### config.mk
export PLATFORM = sky130hd
export DESIGN_NAME = button_conditioner
export DESIGN_NICKNAME = d
export VERILOG_FILES = /design/src/rtl/button_conditioner.sv
export SDC_FILE = /design/constraint.sdc
export NUM_CORES = 1
export LEC_CHECK = 0
export CAP_MARGIN = 15
export CORE_AREA = 2 2 134 136
export CTS_CLUSTER_DIAMETER = 200
export DETAILED_ROUTE_END_ITERATION = 6
export DIE_AREA = 0 0 136 138
export GPL_ROUTABILITY_DRIVEN = 1
export PLACE_DENSITY = 0.66
export SLEW_MARGIN = 20
export SYNTH_ARGS = -nofsm -noshare
export SYNTH_HDL_FRONTEND = slang
export SYNTH_SLANG_ARGS = --single-unit
### constraint.sdc
create_clock -name clk -period 2.3 [get_ports clk]
set_input_delay 0.23 -clock clk [delete_from_list [all_inputs] [get_ports clk]]
set_output_delay 0.23 -clock clk [all_outputs]
set_load 0.005 [all_outputs]
### src/rtl/button_conditioner.sv
// Button front end: synchronise, debounce, and emit press/release pulses with optional auto-repeat.
// Each channel runs its own debounce counter and repeat FSM; all outputs are registered.
module button_conditioner #(
  parameter int unsigned NUM_BTNS        = 3,
  parameter int unsigned DEBOUNCE_CYCLES = 500000,
  parameter int unsigned REPEAT_EN       = 1,
  parameter int unsigned REPEAT_DELAY    = 25000000,
  parameter int unsigned REPEAT_PERIOD   = 5000000
) (
  input  logic                clk,
  input  logic                rst_n,
  input  logic [NUM_BTNS-1:0] btn_raw,
  output logic [NUM_BTNS-1:0] btn_level,
  output logic [NUM_BTNS-1:0] btn_press,
  output logic [NUM_BTNS-1:0] btn_release
);

  localparam int unsigned DW   = (DEBOUNCE_CYCLES > 1) ? $clog2(DEBOUNCE_CYCLES) : 1;
  localparam int unsigned RMAX = (REPEAT_DELAY > REPEAT_PERIOD) ? REPEAT_DELAY : REPEAT_PERIOD;
  localparam int unsigned RW   = (RMAX > 1) ? $clog2(RMAX) : 1;

  typedef enum logic [1:0] {
    ST_IDLE   = 2'd0,
    ST_DELAY  = 2'd1,
    ST_REPEAT = 2'd2
  } state_t;

  logic [NUM_BTNS-1:0] r_s1;
  logic [NUM_BTNS-1:0] r_s2;

  // Two-flop synchroniser, nothing between the stages
  always_ff @(posedge clk or negedge rst_n) begin
    if (!rst_n) begin
      r_s1 <= '0;
      r_s2 <= '0;
    end else begin
      r_s1 <= btn_raw;
      r_s2 <= r_s1;
    end
  end

  for (genvar g = 0; g < NUM_BTNS; g++) begin : g_chan
    logic          r_level;
    logic          r_press;
    logic          r_release;
    logic [DW-1:0] r_dcnt;
    logic [RW-1:0] r_rcnt;
    state_t        r_state;
    logic          w_flip;
    logic          w_rise;
    logic          w_fall;

    assign w_flip = (r_s2[g] != r_level) && (r_dcnt == DW'(DEBOUNCE_CYCLES - 1));
    assign w_rise = w_flip & r_s2[g];
    assign w_fall = w_flip & ~r_s2[g];

    // Debounce: the synced input must disagree for DEBOUNCE_CYCLES consecutive clocks
    always_ff @(posedge clk or negedge rst_n) begin
      if (!rst_n) begin
        r_level   <= 1'b0;
        r_dcnt    <= '0;
        r_release <= 1'b0;
      end else begin
        r_release <= w_fall;
        if (r_s2[g] == r_level) begin
          r_dcnt <= '0;
        end else if (w_flip) begin
          r_level <= r_s2[g];
          r_dcnt  <= '0;
        end else begin
          r_dcnt <= r_dcnt + DW'(1);
        end
      end
    end

    // Repeat FSM; a level fall always pre-empts a repeat pulse due that cycle
    always_ff @(posedge clk or negedge rst_n) begin
      if (!rst_n) begin
        r_state <= ST_IDLE;
        r_rcnt  <= '0;
        r_press <= 1'b0;
      end else begin
        r_press <= w_rise;
        case (r_state)
          ST_IDLE: begin
            if (w_rise && (REPEAT_EN != 0)) begin
              r_state <= ST_DELAY;
              r_rcnt  <= '0;
            end
          end
          ST_DELAY: begin
            if (w_fall) begin
              r_state <= ST_IDLE;
              r_rcnt  <= '0;
            end else if (r_rcnt == RW'(REPEAT_DELAY - 1)) begin
              r_press <= 1'b1;
              r_rcnt  <= '0;
              r_state <= ST_REPEAT;
            end else begin
              r_rcnt <= r_rcnt + RW'(1);
            end
          end
          ST_REPEAT: begin
            if (w_fall) begin
              r_state <= ST_IDLE;
              r_rcnt  <= '0;
            end else if (r_rcnt == RW'(REPEAT_PERIOD - 1)) begin
              r_press <= 1'b1;
              r_rcnt  <= '0;
            end else begin
              r_rcnt <= r_rcnt + RW'(1);
            end
          end
          default: begin
            r_state <= ST_IDLE;
            r_rcnt  <= '0;
          end
        endcase
      end
    end

    assign btn_level[g]   = r_level;
    assign btn_press[g]   = r_press;
    assign btn_release[g] = r_release;
  end

endmodule

# [Word-level counts from Yosys, hierarchy flattened]
# Index checks and enable logic that the tools add are counted.
[classes] n_bitwise=12 eq_ne=30 div=0 n_reduce_logical=12 magnitude_cmp=0 addsub=6 mux=54 multipliers=0 n_shift=0
[op_table] op="25-bit 2-to-1 mux" count=15
[op_table] op="25-bit case mux with 3 select lines" count=3
[op_table] op="19-bit 2-to-1 mux" count=6
[op_table] op="25-bit by 1-bit adder with 25-bit output, second input constant" count=3
[op_table] op="25-bit by 23-bit equality test with 1-bit output, second input constant" count=3
[op_table] op="25-bit equality test, second input constant" count=3
[op_table] op="19-bit by 1-bit adder with 19-bit output, second input constant" count=3
[op_table] op="19-bit equality test, second input constant" count=3
[op_table] op="2-bit 2-to-1 mux" count=12
[op_table] op="2-bit case mux with 3 select lines" count=3
[op_table] op="1-bit 2-to-1 mux" count=12
[op_table] op="2-bit != test, second input constant" count=6
[op_table] op="3-bit != test, second input constant" count=3
[op_table] op="3-bit AND reduction" count=3
[op_table] op="1-bit bitwise AND" count=6
[op_table] op="2-bit by 1-bit equality test with 1-bit output, second input constant" count=3
[op_table] op="2-bit equality test, second input constant" count=3
[op_table] op="2-bit zero test" count=3
[op_table] op="1-bit inverter" count=6
[op_table] op="1-bit case mux with 2 select lines" count=3
[op_table] op="2-bit AND reduction" count=3
[op_table] op="1-bit equality test" count=3
[op_table] op="1-bit logical AND" count=3
[op_table] op="1-bit != test" count=3
[word_totals] n_memories=0 out_inout_bits=9 in_bits=5 wordCells=134 ff_bits=153 ram_bits=0 latch_bits=0 mem_bits_ro=0

# [Longest topological paths before layout]
[depth] ltp_word=6 mapped_depth=11 depth_no_buf=7

# [Worst setup path after synthesis]
# No wires, ideal clock.
[synth_path] path_type="register -> register" from="reg g_chan[0].r_rcnt[7]" to="reg g_chan[0].r_state[0]" n_path_buf=0 arrival_time_ps=2518 t_required_ps=2222 synth_period_minus_slack_ps=2596 path_slack_ps=-296 path_stages_with_launch=7 setup_ps=78 path_cell_list="dfrtp_1 -> or4b_1 -> or4_4 -> or4b_4 -> a21oi_2 -> mux2_2 -> o2bb2ai_1"
[synth_via] elab_chain_len=3
[synth_rtl] item="from (decl)" line_no="47" text="logic [RW-1:0] r_rcnt;"
[synth_rtl] item="from (signal assigned)" line_no="100" text="r_rcnt <= r_rcnt + RW'(1);"
[synth_rtl] item="from (signal assigned)" line_no="111" text="r_rcnt <= r_rcnt + RW'(1);"
[synth_rtl] item="25-bit equality test" line_no="95" text="end else if (r_rcnt == RW'(REPEAT_DELAY - 1)) begin"
[synth_rtl] item="3-bit != test (no line)"
[synth_rtl] item="3-bit AND reduction (no line)"
[synth_rtl] item="to (signal assigned)" line_no="93" text="r_state <= ST_IDLE;"
[synth_rtl] item="to (signal assigned)" line_no="98" text="r_state <= ST_REPEAT;"
[synth_rtl] item="to (signal assigned)" line_no="105" text="r_state <= ST_IDLE;"
[synth_rtl] item="to (decl)" line_no="48" text="state_t r_state;"
# No other way between the ends.
# A chain may end at the register's enable or synchronous reset.

# [Worst setup path after layout]
[layout_path] from="reg g_chan[2].r_rcnt[15]" to="reg g_chan[2].r_rcnt[14]"
[layout_via] elab_chain_len=4 word_cells_on_any_way=7 cone_classes="2 x eq/ne; 5 x mux"
[layout_rtl] item="from (decl)" line_no="47"
[layout_rtl] item="from (signal assigned)" line_no="100"
[layout_rtl] item="from (signal assigned)" line_no="111"
[layout_rtl] item="25-bit by 23-bit equality test with 1-bit output / 25-bit equality test (equally long branches)" line_no="107, 95"
[layout_rtl] item="25-bit 2-to-1 mux, on equally long branches" line_no="107, 95"
[layout_rtl] item="25-bit 2-to-1 mux, on equally long branches" line_no="104, 92"
[layout_rtl] item="25-bit case mux with 3 select lines (*)" line_no="84" text="case (r_state)"
# Mark *: on every way between the ends. The rest lies on a longest branch, timed or not.

==> impl_summary.txt <==
----------------------------------------------------
[Route]
  Wirelength per Cell ... about 16 um
  Iter 0 DRT Violations ... ~340
  Routed Antenna Nets ... 0
  Vias per cell ... between 5 and 6
  Number of remaining DRC errors ... 0
  Total routed wirelength ... ~21,000 um
  Pre-antenna DRT Iters ... 5
  Vias post-DR ... between 7,000 and 8,000

[Min path]
  Critical hold path startpoint ... btn_raw[2]
  Tightest Hold Check Type ... in2reg

[Critical path]
  Sequence of cells on the critical path ... or4_4 -> or4_4 -> o21a_1 -> o21a_4 -> buf_6 -> nand4b_1 -> a21bo_2
  Startpoint Class ... register
  Crit Reg-Reg Startpoint ... g_chan[2].r_rcnt[15]
  CP max FO ... 5
  Crit path buffers/inverters ... 1
  Type of the setup path with the least slack ... reg2reg
  CP startpoint ... g_chan[2].r_rcnt[15]
  CP most frequent cell ... sky130_fd_sc_hd__or4_4
  Signal arrival time at the worst endpoint ... just under 3 ns
  Slowest cell on the critical path ... sky130_fd_sc_hd__or4_4
  Cell family with most CP delay ... simple AND/OR/NAND/NOR gates
  Crit-path max cell delay ... around 0.56 ns
  Crit. End Element ... register
  Required time of the critical path ... between 2 and 3 ns

[Global route]
  Total gr overflow ... 0
  Combined global-route utilization of all metal layers ... 21.5%
  Vias in the first global route ... approximately 7,100
  Maximum number of pins on one net before global-route repair ... 66
  Initial antenna violation count ... 0
  Global-route wire length before repair ... around 33,000 um

[Layout]
  Final standard cell count with taps included and fillers excluded ... around 1,300
  Final standard cell area without fillers ... 11,000 um2
  Inserted Diodes ... 0
  Layout overhead on the synthesized area ... 31.5%
  Total Nets Final ... 1,055
  Fraction of layout cells with a size suffix above 1 ... 24.9%

[Synth]
  Cell variety after synth ... 71
  Share of the yosys chip area belonging to registers ... 45.9%
  Top FF cell, synth ... sky130_fd_sc_hd__dfrtp_1
  Top-area cell type share of the netlist area ... 45.9%
  Mean post-synth cell area ... 9.16 um2
  Library cell with the largest summed area after synthesis ... sky130_fd_sc_hd__dfrtp_1
  Net count after synthesis ... ~930
  Mapped Cells ... around 910
  Post-synthesis sequential element count ... around 150
  Post-synthesis cell area ... 8350 um2
  Number of enable flip-flop cells after synthesis ... 0
  Top area cells in the synthesized netlist ... sky130_fd_sc_hd__dfrtp_1, sky130_fd_sc_hd__nand3_1, sky130_fd_sc_hd__nand2_1
  Async SR Flop Fraction ... between 90% and 100%
  Commonest cells in the netlist ... sky130_fd_sc_hd__dfrtp_1, sky130_fd_sc_hd__nand2_1, sky130_fd_sc_hd__nand3_1
  Synth warn ... 0
  Cell with the most instances after synthesis ... sky130_fd_sc_hd__dfrtp_1

[Clocking]
  Longest Clk Path Bufs ... 2
  CTS clk-pin slew, worst paths ... roughly 0.070 ns
  CTS tree ... built
  CTS H-tree lvls ... 4
  Insertion delay of the later-clocked pin in the worst-skew pair ... around 0.43 ns
  Number of buffers inserted during clock tree synthesis ... 17
  Clock Sinks ... between 150 and 200
  Clock root buffer ... sky130_fd_sc_hd__clkbuf_16

[STA]
  Headroom to the max-slew limit ... 47.8%
  Layout Skew ... approximately 0.009 ns
  Crit path setup slack, layout ... -0.274 ns
  Post-layout min period ... 2.57 ns
  Unrepaired setup endpoints after global routing ... true
  Slew of the pin with the lowest slew margin ... roughly 0.78 ns
  Final Cycle Share ... 112%
  Final-report setup violation count ... 54
  Final Hold Violating Endpoints ... 0
  Fin. max-slew vios ... 0
  Fmax ... roughly 390 MHz

[Run status]
  Failing checks ... negative setup slack
  Result of the run ... finished with violations

[Placement]
  Cell area after placement ... ~9500 um2
  Placed instance count ... between 1,000 and 1,500
  HPWL after detailed placement ... roughly 13,000 um
  Port Buffers ... 13
  Global placement routability congestion ... a little over 0.8

[Die]
  Horiz. Die Dim ... 136 um
  Initial standard-cell utilization of the core ... a little under half
  Total die area ... 18,800 um2
  Cell row count ... between 40 and 50
  Count of pins on the block boundary ... 14
  Floorplan die height ... around 140 um
  Core region area ... 17,500 um2

[Power and ir drop]
  Worst supply voltage drop on vdd ... 0.000632 V
  Overall power of the completed layout ... slightly below 6 mW
  Cell leakage power ... around 4.5 nW
  Pwr Density ... around 540 nW/um2

[Job]
  Count of maximum capacitance violations ... 0

----------------------------------------------------
final cells by class:
type,instances,area [um2]
Multi-Input combinational cell,694,4780
Clock inverter,13,200
Fill cell,1417,6560
Sequential cell,153,3830
Inverter,25,93.8
Tap cell,229,287
Clock buffer,19,443
Timing Repair Buffer,144,1350
per-stage QoR:
step / TNS (ns) / setup WS [ns] / hold WS (ns) / utilization [%]
6_report: -10.04 / -0.274 / 0.242 / 62.6
4_1_cts: -5.29 / -0.226 / 0.227 / 59.8
5_1_grt: -13.57 / -0.332 / 0.228 / 62.6
2_1_floorplan: -1.35 / -0.226 / -0.0656 / -
3_5_place_dp: -6.23 / -0.274 / 0.272 / 54.4
3_3_place_gp: -4.94 / -0.226 / 0.272 / 54.4
path summary, 6_finish.rpt:
kind | endpoint | slack (ns) | cells past startpoint
hold / removal | r_s1[2] | 0.24 | 1
max in group asynchronous | g_chan[0].r_dcnt[15] | 1.22 | 3
setup reg to reg | g_chan[2].r_rcnt[14] | -0.27 | 7
min in group asynchronous | g_chan[1].r_dcnt[3] | 0.37 | 2
hold reg to reg | r_s2[2] | 0.35 | 0
setup / recovery | g_chan[2].r_rcnt[14] | -0.27 | 7
logic make-up (layout without fill, tap and decap cells):
family                   count (synthesis)  after routing  share of synthesized area, %
AND/OR/NAND/NOR                        482            482                          29.9
flip-flops                             153            153                          45.9
AO/OA/AOI/OAI                          127            129                          11.0
buffers and inverters                   66            201                          3.79
XOR/XNOR                                63             63                          6.61
adder cells (fa/ha/maj)                 15             15                          2.25
multiplexers                             5              5                         0.645
worst reg2reg max path: stages (launching register included):
cell	delay (ns)
sky130_fd_sc_hd__dfrtp_1	0.40
sky130_fd_sc_hd__or4_4	0.54
sky130_fd_sc_hd__or4_4	0.56
sky130_fd_sc_hd__o21a_1	0.25
sky130_fd_sc_hd__o21a_4	0.29
sky130_fd_sc_hd__buf_6	0.13
sky130_fd_sc_hd__nand4b_1	0.08
sky130_fd_sc_hd__a21bo_2	0.22
registers in the layout (all words and copies together), names as in the netlist:
name	cells
g_chan.r_release	3
g_chan.r_state	6
g_chan.r_press	3
r_s2	3
g_chan.r_dcnt	57
g_chan.r_level	3
g_chan.r_rcnt	75
r_s1	3
power breakdown:
part	internal [mW]	switching, mW	leakage [nW]
clock	1.95	1.12	0.316
combinational	0.0485	0.0936	2.09
sequential	2.71	0.0176	2.12
total	4.71	1.24	4.53
metal layers:
layer	part of all wire (%)	global-route usage, %
met5	0	0
met3	3.3	4.36
met4	1.6	6.25
met2	50	36.0
met1	45	28.2
repair_timing:
| action | 4_1_cts | 5_1_grt |
|---|---|---|
| pin swaps | 12 | 35 |
| setup endpoints to repair | 52 | 85 |
| gates cloned | 3 | 6 |
| buffers inserted | 6 | 3 |
| hold endpoints to repair | 61 | 0 |
| hold buffers | 1 | 0 |
| resized for setup | 49 | 87 |
layout by cell type (no fill, tap or decap), types with 9 or more instances in the layout:
cell / instances
sky130_fd_sc_hd__nand3_1: 83
sky130_fd_sc_hd__dfrtp_1: 153
sky130_fd_sc_hd__xor2_1: 38
sky130_fd_sc_hd__or3_1: 13
sky130_fd_sc_hd__xnor2_1: 25
sky130_fd_sc_hd__o311ai_1: 14
sky130_fd_sc_hd__nand2b_1: 12
sky130_fd_sc_hd__buf_6: 12
sky130_fd_sc_hd__a21oi_1: 10
sky130_fd_sc_hd__clkbuf_16: 19
sky130_fd_sc_hd__or4_1: 9
sky130_fd_sc_hd__nor4_1: 9
sky130_fd_sc_hd__and3_1: 14
sky130_fd_sc_hd__nand3_2: 17
sky130_fd_sc_hd__buf_4: 106
sky130_fd_sc_hd__nand2_1: 98
sky130_fd_sc_hd__nor3_1: 19
sky130_fd_sc_hd__nor2_1: 96
sky130_fd_sc_hd__o21ai_0: 15
sky130_fd_sc_hd__clkdlybuf4s50_1: 12
sky130_fd_sc_hd__inv_1: 25
sky130_fd_sc_hd__ha_1: 13
sky130_fd_sc_hd__nand4_1: 36
sky130_fd_sc_hd__and2_1: 14
sky130_fd_sc_hd__buf_12: 9
(Power assumes the default switching activity.)
